`src/rtl/timer_pkg.sv`:
```
// Shared definitions for the memory-mapped down-counter timer: register offsets,
// CTRL bit positions, mode codes and FSM state encoding.
package timer_pkg;

    // Word offsets as decoded from addr[3:2]
    localparam logic [1:0] CTRL_OFF   = 2'd0;
    localparam logic [1:0] PRESET_OFF = 2'd1;
    localparam logic [1:0] COUNT_OFF  = 2'd2;

    localparam int EN_BIT    = 0;
    localparam int MODE_LSB  = 1;
    localparam int IM_BIT    = 3;
    localparam int PRESC_LSB = 4;

    localparam logic [1:0] MODE_ONESHOT = 2'b00;
    localparam logic [1:0] MODE_RELOAD  = 2'b01;

    typedef enum logic [1:0] {
        IDLE = 2'd0,
        LOAD = 2'd1,
        CNT  = 2'd2,
        INT  = 2'd3
    } timer_state_t;

endpackage

```
`src/rtl/timer_prescaler.sv`:
```
// Count-rate divider for the timer; built only when TIMER_PRESCALE_EN is defined.
// tick is high on the cycle the divider has reached limit, after which it wraps to 0.
`ifdef TIMER_PRESCALE_EN
module timer_prescaler #(
    parameter int PRESC_W = 8
) (
    input  logic               clk,
    input  logic               reset,
    input  logic               clr,
    input  logic [PRESC_W-1:0] limit,
    output logic               tick
);

    logic [PRESC_W-1:0] div;

    // >= keeps the divider bounded if limit is lowered by a write mid-count
    assign tick = (div >= limit);

    always_ff @(posedge clk or posedge reset) begin
        if (reset) begin
            div <= '0;
        end else if (clr || tick) begin
            div <= '0;
        end else begin
            div <= div + 1'b1;
        end
    end

endmodule
`endif

```
`src/rtl/timer_counter.sv`:
```
// Programmable down-counter timer with one-shot / auto-reload modes and a maskable,
// level-held interrupt. Optional prescaler in CTRL[4+:PRESC_W] under TIMER_PRESCALE_EN.
module timer_counter
    import timer_pkg::*;
#(
    parameter logic [31:0] PRESET_RST = 32'h0,
    parameter int          PRESC_W    = 8
) (
    input  logic        clk,
    input  logic        reset,
    input  logic [31:0] addr,
    input  logic        we,
    input  logic [31:0] din,
    output logic [31:0] dout,
    output logic        irq
);

    timer_state_t       state;
    logic               en;
    logic               im;
    logic               pend;
    logic [1:0]         mode;
    logic [31:0]        preset;
    logic [31:0]        count;
    logic [PRESC_W-1:0] presc;
    logic               tick;
    logic [1:0]         reg_sel;
    logic               ctrl_wr;
    logic               preset_wr;
    logic               unused_bits;

    assign reg_sel   = addr[3:2];
    assign ctrl_wr   = we && (reg_sel == CTRL_OFF);
    assign preset_wr = we && (reg_sel == PRESET_OFF);

`ifdef TIMER_PRESCALE_EN
    timer_prescaler #(
        .PRESC_W(PRESC_W)
    ) u_prescaler (
        .clk  (clk),
        .reset(reset),
        .clr  (state != CNT),
        .limit(presc),
        .tick (tick)
    );

    always_ff @(posedge clk or posedge reset) begin
        if (reset) begin
            presc <= '0;
        end else if (ctrl_wr) begin
            presc <= din[PRESC_LSB +: PRESC_W];
        end
    end

    assign unused_bits = ^{addr[31:4], addr[1:0], din[31:PRESC_LSB+PRESC_W]};
`else
    assign presc       = '0;
    assign tick        = 1'b1;
    assign unused_bits = ^{addr[31:4], addr[1:0], din[31:PRESC_LSB]};
`endif

    // Bus writes sit after the FSM so they win over hardware EN/pend updates on the same edge.
    always_ff @(posedge clk or posedge reset) begin
        if (reset) begin
            state  <= IDLE;
            en     <= 1'b0;
            mode   <= MODE_ONESHOT;
            im     <= 1'b0;
            preset <= PRESET_RST;
            count  <= '0;
            pend   <= 1'b0;
        end else begin
            case (state)
                IDLE: begin
                    if (en) state <= LOAD;
                end
                LOAD: begin
                    count <= preset;
                    state <= CNT;
                end
                CNT: begin
                    if (!en) begin
                        state <= IDLE;
                    end else if (tick) begin
                        if (count > 32'd1) begin
                            count <= count - 32'd1;
                        end else begin
                            count <= '0;
                            pend  <= 1'b1;
                            state <= INT;
                        end
                    end
                end
                INT: begin
                    if (mode == MODE_RELOAD) pend <= 1'b0;
                    else                     en   <= 1'b0;
                    state <= IDLE;
                end
                default: state <= IDLE;
            endcase

            if (ctrl_wr) begin
                en   <= din[EN_BIT];
                mode <= din[MODE_LSB +: 2];
                im   <= din[IM_BIT];
                pend <= 1'b0;
            end
            if (preset_wr) begin
                preset <= din;
                pend   <= 1'b0;
            end
        end
    end

    assign irq = pend & im;

    always_comb begin
        dout = '0;
        case (reg_sel)
            CTRL_OFF:   dout = 32'({presc, im, mode, en});
            PRESET_OFF: dout = preset;
            COUNT_OFF:  dout = count;
            default:    dout = '0;
        endcase
    end

endmodule

```
`config.mk`:
```
export PLATFORM = sky130hd
export DESIGN_NAME = timer_counter
export DESIGN_NICKNAME = d
export VERILOG_FILES = /design/src/rtl/timer_pkg.sv /design/src/rtl/timer_prescaler.sv /design/src/rtl/timer_counter.sv
export SDC_FILE = /design/constraint.sdc
export NUM_CORES = 1
export LEC_CHECK = 0
export BUFFER_PORTS_ARGS = -buffer_cell sky130_fd_sc_hd__clkbuf_2
export CORE_MARGIN = 1
export CORE_UTILIZATION = 54
export DETAILED_ROUTE_END_ITERATION = 12
export GPL_TIMING_DRIVEN = 1
export PLACE_DENSITY = 0.82
export SYNTH_ARGS = -nofsm -noshare
export SYNTH_HDL_FRONTEND = slang
export SYNTH_HIERARCHICAL = 1
export SYNTH_SLANG_ARGS = --single-unit
```
`constraint.sdc`:
```
create_clock -name clk -period 2.55 [get_ports clk]
set_input_delay 0.1275 -clock clk [delete_from_list [all_inputs] [get_ports clk]]
set_output_delay 0.1275 -clock clk [all_outputs]
set_load 0.02 [all_outputs]
```
==> impl_metrics.yaml, run 1 <==
run_status:
  status: "completed"
layout:
  antenna_cells: 0
  num-nets-final: 551
  fin_util_pct: 70.9
  area_growth_pct: 24.4
  finalNonFillerCells: 583
  drive_above_1_share_pct: 36.6
  fillers: 521
clock_network:
  clk_pin_slew_ns: 0.08
  clockRootBuffer: "clkbuf_8"
  clk_path_buf_depth: 2
  clock-sinks: 71
  cts_tree: "built"
  cts_setup_buffers: 0
  h-tree-depth: 3
  insertion_delay_ns: 0.35
  cts_made_buffers: 9
worst_setup_path:
  startpoint_type: "flop"
  path_max_fanout: 8
  crit_type: "reg2reg"
  cp.required_ns: 2.78
  cpPeakStageDelay_ns: 0.43
  cp_data_arrival_time_ns: 2.65
  end_kind: "flop"
  cp_cell_sequence: "or3_1 -> nand2b_4 -> or3_4 -> o21ai_4 -> buf_4 -> o31ai_1 -> a221o_2"
  critPathSlowestCell: "or3_1"
synthesis:
  ys_warn_count: 6
  ys_ff_latch: 71
  yosysUniqueCellTypes: 55
  synthTopCellsByArea: "dfrtp_1, mux2_2, a22o_1"
  yosysSeqAreaShare_pct: 44.9
  netlist_instances: 384
  ys_async_sr_fraction_pct: 100
  post-synth-top-count-cell: "dfrtp_1"
  yosysTopAreaCell: "dfrtp_1"
  yosys-top-cells-count: "dfrtp_1, mux2_2, nand2_1"
  syn_area_per_cell_sq_um: 10.3
  yosys.area.top_type_share_pct: 44.9
  synth_edf_count: 0
  ys.flop_type: "dfrtp_1"
  syn-num-nets: 453
  netlist_area_sq_um: 3960
placed_design:
  dpl.cell_count: 560
  post-dp-hpwl_um: 7030
  gp_congestion: 0.877
  port_buffers: 69
drt:
  ant_nets: 0
  dr_wl_met3_um: 564
  drtIter0Drc: 337
  via_count: 3664
  wirelength_um: 10300
  dr.pass1.iters: 5
  routed.top_layer: "met4"
  wl_met2_um: 5010
  viasPerCell: 6.28
  drt-met1-wl_um: 4580
  wl_per_cell_um: 17.7
  route.detailed.drc: 0
timing:
  fin_crit_ns: 2.42
  slew_violations: 0
  period_share_pct: 95.0
  fmax_mhz: 413
  finalHoldViolations: 0
  tns_ns: 0
  worst_pin_slew_ns: 0.684
  rsz0062_at_grt: "no"
  relSlewSlack_pct: 54.3
  skew_ns: 0.00566
  setup_violations: 0
global_route:
  grt_pass1_vias: 3600
  gr-total-overflow: 0
  grt_pass1_wl_um: 17400
  grtUsageTotal_pct: 29.4
  grt_max_degree: 41
  antenna_found_initial: 0
floorplan:
  initial_utilization_pct: 57.0
  io_pins: 100
  coreArea_sq_um: 6940
  die_y_um: 87.6
  dieArea_sq_um: 7670
  rows: 30
  die_w_um: 87.6
pwr:
  combinationalPowerShare_pct: 41.8
  p_total_uw: 5210
  power.leakage_uw: 0.00220
  power_frac_clock_pct: 20.8
  pwr_density_cell_nw_per_um2: 1060
  switching_power_uw: 2060
  p_int_uw: 3160
  swShare_pct: 39.4
  irDropWorstVdd_uv: 468
  seqPwrFrac_pct: 37.4
run:
  drv_cap: 0
worst_hold_path:
  min_path_type: "in2reg"
layout by cell type (no fill, tap or decap), drive strengths merged, types with 9 or more instances in the layout:
cell type / count
a221o: 9
nand3: 9
clkbuf: 80
a22o: 29
or3: 9
nand2: 32
a21oi: 10
nor2: 14
buf: 36
mux2: 35
o21ai: 28
nor3: 11
nor4: 14
dfrtp: 71
worst paths after layout:
kind,to,depth (start not counted),from,slack [ns]
worst max-delay path,count[11],7,count[13],0.13
worst min-delay path,preset[27],2,din[27],0.009
worst max register to register,count[11],7,count[13],0.13
worst min register to register,pend,2,pend,0.52
max in group asynchronous,count[20],4,reset,1.48
min in group asynchronous,preset[13],3,reset,0.42
worst max-delay path: cells and delay by family (launching register included):
family	cells	cell delay, ns
compound gates	3	0.66
flops	1	0.42
buf+inv	1	0.20
simple gates	3	1.03
routing by layer:
metal  vias up  global-route usage [%]
met5         -                       0
met4         0                    11.9
met3        17                    4.34
met2       157                    48.2
met1      1812                    39.3
li1       1678                       -
layout make-up:
class	count	area, sq um	share of cell area, %
Multi-Input combinational cell	280	2050	41.6
Inverter	8	30.0	0.610
Timing Repair Buffer	112	711	14.4
Tap cell	96	120	2.44
Clock inverter	5	106	2.16
Sequential cell	71	1780	36.1
Clock buffer	11	131	2.67
registers in the layout, summed over array words and instances, names as in the netlist:
name,count
im,1
preset,32
state,2
count,32
pend,1
en,1
mode,2
per-stage QoR:
| stage | hold slack (ns) | setup slack (ns) | area, sq um |
|---|---|---|---|
| global placement | 0.247 | 0.192 | 4600 |
| CTS | 0.0000177 | 0.145 | 4890 |
| detailed placement | 0.260 | 0.171 | 4600 |
| global route | 0.00277 | 0.00115 | 4920 |
| floorplan | 0.233 | 0.228 | 3960 |
| finish | 0.00865 | 0.128 | 4920 |
cell families (layout without fill, tap and decap cells):
| group | count (synthesis) | in the layout | synth area share [%] |
|---|---|---|---|
| AND/OR/NAND/NOR | 120 | 120 | 16.4 |
| AO/OA/AOI/OAI | 119 | 119 | 23.0 |
| flip-flops | 71 | 71 | 44.9 |
| multiplexers | 39 | 39 | 11.0 |
| buffers and inverters | 33 | 136 | 4.05 |
| adder cells (fa/ha/maj) | 2 | 2 | 0.632 |
power by group through the flow:
stage	combinational, uW	sequential [uW]	clock (uW)
6_report	2180	1950	1080
5_1_grt	2390	2010	1150
4_1_cts	2140	1930	1100
3_5_place_dp	2120	1950	0
3_3_place_gp	2050	1910	0
2_1_floorplan	1490	1840	0
repair_timing:
| item | in CTS | in global routing |
|---|---|---|
| setup endpoints to repair | 0 | 4 |
| resized for setup | 0 | 3 |
| hold buffers | 6 | 1 |
| hold endpoints to repair | 36 | 1 |
(Power assumes the default switching activity.)
==> run 2: changes to the inputs <==
--- a/config.mk
+++ b/config.mk
@@ -11,7 +11,7 @@
 export DETAILED_ROUTE_END_ITERATION = 12
 export GPL_TIMING_DRIVEN = 1
 export PLACE_DENSITY = 0.82
+export SLEW_MARGIN = 20
 export SYNTH_ARGS = -nofsm -noshare
 export SYNTH_HDL_FRONTEND = slang
-export SYNTH_HIERARCHICAL = 1
 export SYNTH_SLANG_ARGS = --single-unit
==> constraint.sdc (replaced) <==
create_clock -name clk -period 2.55 [get_ports clk]
set_input_delay 0.3825 -clock clk [delete_from_list [all_inputs] [get_ports clk]]
set_output_delay 0.3825 -clock clk [all_outputs]
set_load 0.02 [all_outputs]
==> impl_metrics.yaml, run 2 <==
global_route:
  grt_pass1_vias: 3536
  grtUsageTotal_pct: 28.8
  antenna_found_initial: 0
  grt_pass1_wl_um: 17100
  grt_max_degree: 37
  gr-total-overflow: 0
timing:
  setup_violations: 0
  fin_crit_ns: 2.46
  slew_violations: 0
  worst_pin_slew_ns: 0.492
  relSlewSlack_pct: 66.8
  fmax_mhz: 407
  rsz0062_at_grt: "no"
  period_share_pct: 96.4
  tns_ns: 0
  skew_ns: 0.00731
  finalHoldViolations: 0
worst_setup_path:
  end_kind: "flop"
  crit_family: "simple AND/OR/NAND/NOR gates"
  cp_cell_sequence: "or3_1 -> nand2b_4 -> or3_4 -> o21ai_4 -> buf_4 -> o31ai_1 -> a221o_2"
  crit_type: "reg2reg"
  path_max_fanout: 8
  worst-path-buf-inv: 1
  critPathSlowestCell: "dfrtp_1"
  cp_data_arrival_time_ns: 2.70
  startpoint_type: "flop"
  cp.required_ns: 2.80
  cpPeakStageDelay_ns: 0.44
run_status:
  status: "completed"
clock_network:
  clockRootBuffer: "clkbuf_8"
  clk_path_buf_depth: 2
  h-tree-depth: 3
  cts_made_buffers: 9
  clock-sinks: 71
  clk_pin_slew_ns: 0.08
  insertion_delay_ns: 0.36
  cts_tree: "built"
  hold_buffers: 0
pwr:
  power.leakage_uw: 0.00217
  combinationalPowerShare_pct: 42.5
  p_int_uw: 3040
  p_total_uw: 5110
  switching_power_uw: 2070
  irDropWorstVdd_uv: 499
  swShare_pct: 40.5
  pwr_density_cell_nw_per_um2: 1060
  seqPwrFrac_pct: 38.1
  power_frac_clock_pct: 19.3
floorplan:
  coreArea_sq_um: 6940
  initial_utilization_pct: 57.0
  dieArea_sq_um: 7670
  rows: 30
  die_w_um: 87.6
  die_y_um: 87.6
  io_pins: 100
layout:
  area_growth_pct: 21.9
  fillers: 506
  drive_above_1_share_pct: 37.3
  multi_input_area_sq_um: 2040
  final_cell_mix: "dfrtp_1, clkbuf_2, buf_4, mux2_2, nand2_1"
  ff_latch_area_sq_um: 1780
  layout_commonest_cell: "dfrtp_1"
  reg_top3: "count (32), preset (32)"
  num-nets-final: 546
  antenna_cells: 0
synthesis:
  yosys-top-cells-count: "dfrtp_1, mux2_2, nand2_1"
  ys_ff_latch: 71
  synth_edf_count: 0
  syn-num-nets: 453
  post-synth-top-count-cell: "dfrtp_1"
  yosysSeqAreaShare_pct: 44.9
  yosys.area.top_type_share_pct: 44.9
  ys_async_sr_fraction_pct: 100
  netlist_instances: 384
  syn_area_per_cell_sq_um: 10.3
  synthTopCellsByArea: "dfrtp_1, mux2_2, a22o_1"
  netlist_area_sq_um: 3960
  ys.flop_type: "dfrtp_1"
  yosysUniqueCellTypes: 55
  yosysTopAreaCell: "dfrtp_1"
  ys_warn_count: 0
placed_design:
  gp_congestion: 0.897
  post-dp-hpwl_um: 7120
  port_buffers: 69
run:
  drv_cap: 0
drt:
  route.detailed.drc: 0
  drtIter0Drc: 350
  dr.pass1.iters: 5
  via_count: 3629
  wirelength_um: 10400
  viasPerCell: 6.28
  ant_nets: 0
  wl_per_cell_um: 18.0
worst_hold_path:
  min_path_type: "in2async"
==> run 2: cell counts after synthesis <==
No cell type changed its count.
==> run 2: logic make-up (layout without fill, tap and decap cells) <==
family | Yosys count | after routing | share of synthesized area [%]
AOI/OAI and AO/OA | 119 | 119 | 23.0
adders and majority gates | 2 | 2 | 0.632
buffers and inverters | 33 | 131 | 4.05
DFF | 71 | 71 | 44.9
muxes | 39 | 39 | 11.0
and+or+nand+nor | 120 | 120 | 16.4
==> run 2: worst min-delay path, cell delays in order <==
cell	delay (ns)
clkbuf_2	0.09
inv_2	0.05
buf_4	0.39
==> run 2: per-stage QoR <==
step	utilization, %	hold slack (ns)	instances	setup slack (ns)	area (sq um)
detailed placement	66.2	0.506	562	0.155	4600
global route	69.5	0.180	578	0.0125	4820
finish	69.5	0.115	578	0.0929	4820
CTS	69.3	0.130	578	0.0611	4810
floorplan	-	0.454	384	0.228	3960
global placement	66.2	0.495	562	0.178	4600
==> run 2: final timing paths <==
path / from / to / slack (ns) / depth (start not counted)
worst min register to register: pend / pend / 0.53 / 2
worst max register to register: count[12] / count[11] / 0.09 / 7
max in group asynchronous: reset / count[5] / 2.10 / 3
worst min-delay path: reset / count[9] / 0.12 / 3
min in group clk: din[0] / en / 0.25 / 3
worst max-delay path: count[12] / count[11] / 0.09 / 7
==> run 2: area by class of cell <==
class	instances	area share, %
Clock buffer	10	2.65
Sequential cell	71	36.8
Timing Repair Buffer	107	13.3
Inverter	8	0.623
Multi-Input combinational cell	280	42.3
Clock inverter	6	1.76
Tap cell	96	2.49
==> run 2: power by group through the flow <==
| stage | Combinational [uW] | Sequential (uW) | Clock, uW |
|---|---|---|---|
| after CTS | 2140 | 1930 | 1000 |
| final | 2170 | 1950 | 986 |
| after global routing | 2370 | 2010 | 1040 |
| after floorplan | 1490 | 1840 | 0 |
| after detailed placement | 2120 | 1950 | 0 |
| after global placement | 2040 | 1920 | 0 |
==> run 2: metal layers <==
metal  part of all wire [%]  up-vias  wire, um  global-route usage [%]
met4                    2.4        0       245                    13.1
met1                     44     1777      4550                    38.7
met5                      0        -         0                       0
met2                     47      172      4910                    46.4
met3                    6.7       22       694                    4.24
li1                       -     1658         -                       -
==> run 2: timing repair <==
action,4_1_cts,5_1_grt
setup endpoints to repair,0,4
gates resized for setup,0,3
setup buffers,0,0
==> run 3: changes to the inputs <==
--- a/config.mk
+++ b/config.mk
@@ -10,7 +10,7 @@
 export CORE_UTILIZATION = 54
 export DETAILED_ROUTE_END_ITERATION = 12
 export GPL_TIMING_DRIVEN = 1
-export PLACE_DENSITY = 0.82
+export PLACE_DENSITY = 0.81
 export SLEW_MARGIN = 20
 export SYNTH_ARGS = -nofsm -noshare
 export SYNTH_HDL_FRONTEND = slang
==> constraint.sdc (replaced) <==
create_clock -name clk -period 2.5 [get_ports clk]
set_input_delay 0.375 -clock clk [delete_from_list [all_inputs] [get_ports clk]]
set_output_delay 0.375 -clock clk [all_outputs]
set_load 0.02 [all_outputs]
==> impl_metrics.yaml, run 3 (same netlist as run 2, synthesis figures left out) <==
run_status:
  status: "completed"
floorplan:
  die_w_um: 87.6
  rows: 30
  dieArea_sq_um: 7670
  initial_utilization_pct: 57.0
  coreArea_sq_um: 6940
  die_y_um: 87.6
  io_pins: 100
clock_network:
  h-tree-depth: 3
  clk_pin_slew_ns: 0.07
  cts_tree: "built"
  clockRootBuffer: "clkbuf_8"
  cts_made_buffers: 9
  clock-sinks: 71
  hold_buffers: 0
  clk_path_buf_depth: 2
  insertion_delay_ns: 0.36
timing:
  setup_violations: 0
  fin_ws_ns: 0.172
  slew_violations: 0
  fin_crit_ns: 2.33
  worst_pin_slew_ns: 0.483
  relSlewSlack_pct: 67.8
  rsz0062_at_grt: "no"
  period_share_pct: 93.1
  skew_ns: 0.00973
  tns_ns: 0
  finalHoldViolations: 0
  fmax_mhz: 430
worst_hold_path:
  min_path_type: "in2async"
worst_setup_path:
  r2r_start: "count[13]"
  regToRegSetupSlack_ns: 0.17
  r2r_end: "count[31]"
  cp.required_ns: 2.69
  path_max_fanout: 5
  startpoint_type: "flop"
  r2r_cells: 7
  end_kind: "flop"
  crit_type: "reg2reg"
  cp_data_arrival_time_ns: 2.52
placed_design:
  port_buffers: 69
  pre_cts_slack_ns: 0.155
  post-dp-hpwl_um: 6920
  gp_congestion: 0.920
pwr:
  p_total_uw: 5070
  pwr_density_cell_nw_per_um2: 1050
  power.leakage_uw: 0.00217
  irDropWorstVdd_uv: 451
global_route:
  grt_max_degree: 72
  gr-total-overflow: 0
  use_met3_pct: 4.71
  grt_pass1_wl_um: 16600
  grtUsageTotal_pct: 28.1
  use_met2_pct: 46.5
  antenna_found_initial: 0
  busiest_layer: "met2"
  grt_pass1_vias: 3547
  use_met1_pct: 36.1
drt:
  wl_per_cell_um: 17.4
  via_count: 3611
  drtIter0Drc: 212
  ant_nets: 0
  dr.pass1.iters: 5
  wirelength_um: 10100
  route.detailed.drc: 0
  viasPerCell: 6.23
layout:
  num-nets-final: 548
  final_cell_mix: "dfrtp_1, clkbuf_2, buf_4, mux2_2, nand2_1"
  drive_above_1_share_pct: 37.6
  area_growth_pct: 21.6
  layout_commonest_cell: "dfrtp_1"
  reg_top3: "count (32), preset (32)"
  antenna_cells: 0
  fillers: 572
run:
  drv_cap: 0
run 3: cell types whose count changed in the layout (fill, tap and decap cells not counted), sizes merged:
cell      before  now
clkbuf        79   82
clkinvlp       2    1
bufinv         2    0
buf           38   40
run 3: area by class of cell:
class / count / area (sq um) / share of cell area [%]
clock buffer: 13 / 159 / 3.30
clock inverter: 3 / 17.5 / 0.364
inverter: 8 / 30.0 / 0.624
multi-input combinational: 280 / 2050 / 42.6
sequential: 71 / 1780 / 36.9
tap: 96 / 120 / 2.50
timing repair buffer: 109 / 658 / 13.7
run 3: where the power goes:
group          switching (uW)  total, uW  internal, uW  leakage, uW
Clock                     421        833           412    0.0000894
Combinational            1220       2250          1040      0.00122
Sequential                444       1980          1540     0.000861
run 3: worst max path at each step:
stage	startpoint	end	slack (ns)	cells after the start
CTS	count[0]	count[31]	0.09	6
global route	count[13]	count[31]	0.005	7
detailed placement	count[0]	count[24]	0.15	8
floorplan	count[0]	count[24]	0.18	7
finish	count[13]	count[31]	0.17	7
global placement	count[0]	count[24]	0.20	8
run 3: critical path, cell delays in order (launching register included):
cell and delay, ns:
dfrtp_1 0.41, or3_1 0.43, buf_4 0.18, nor3_1 0.13
buf_4 0.16, nand4_1 0.23, o311ai_0 0.41, o311ai_0 0.22
run 3: what timing repair did:
action                     in CTS  in global routing
setup buffers                   0                  0
gates resized for setup         0                  4
setup endpoints to repair       0                  5
run 3: stage by stage:
stage / hold slack (ns) / std cells / cell area [sq um] / util [%]
6_report: 0.0484 / 580 / 4810 / 69.3
5_1_grt: 0.114 / 580 / 4810 / 69.3
4_1_cts: 0.105 / 580 / 4790 / 69.0
3_5_place_dp: 0.470 / 564 / 4610 / 66.5
3_3_place_gp: 0.469 / 564 / 4610 / 66.5
2_1_floorplan: 0.454 / 384 / 3960 / -
run 3: per-layer routing:
metal / vias to the layer above / part of all wire (%)
li1: 1666 / -
met2: 138 / 49
met4: 0 / 2.8
met1: 1777 / 44
met5: - / 0
met3: 30 / 5.1
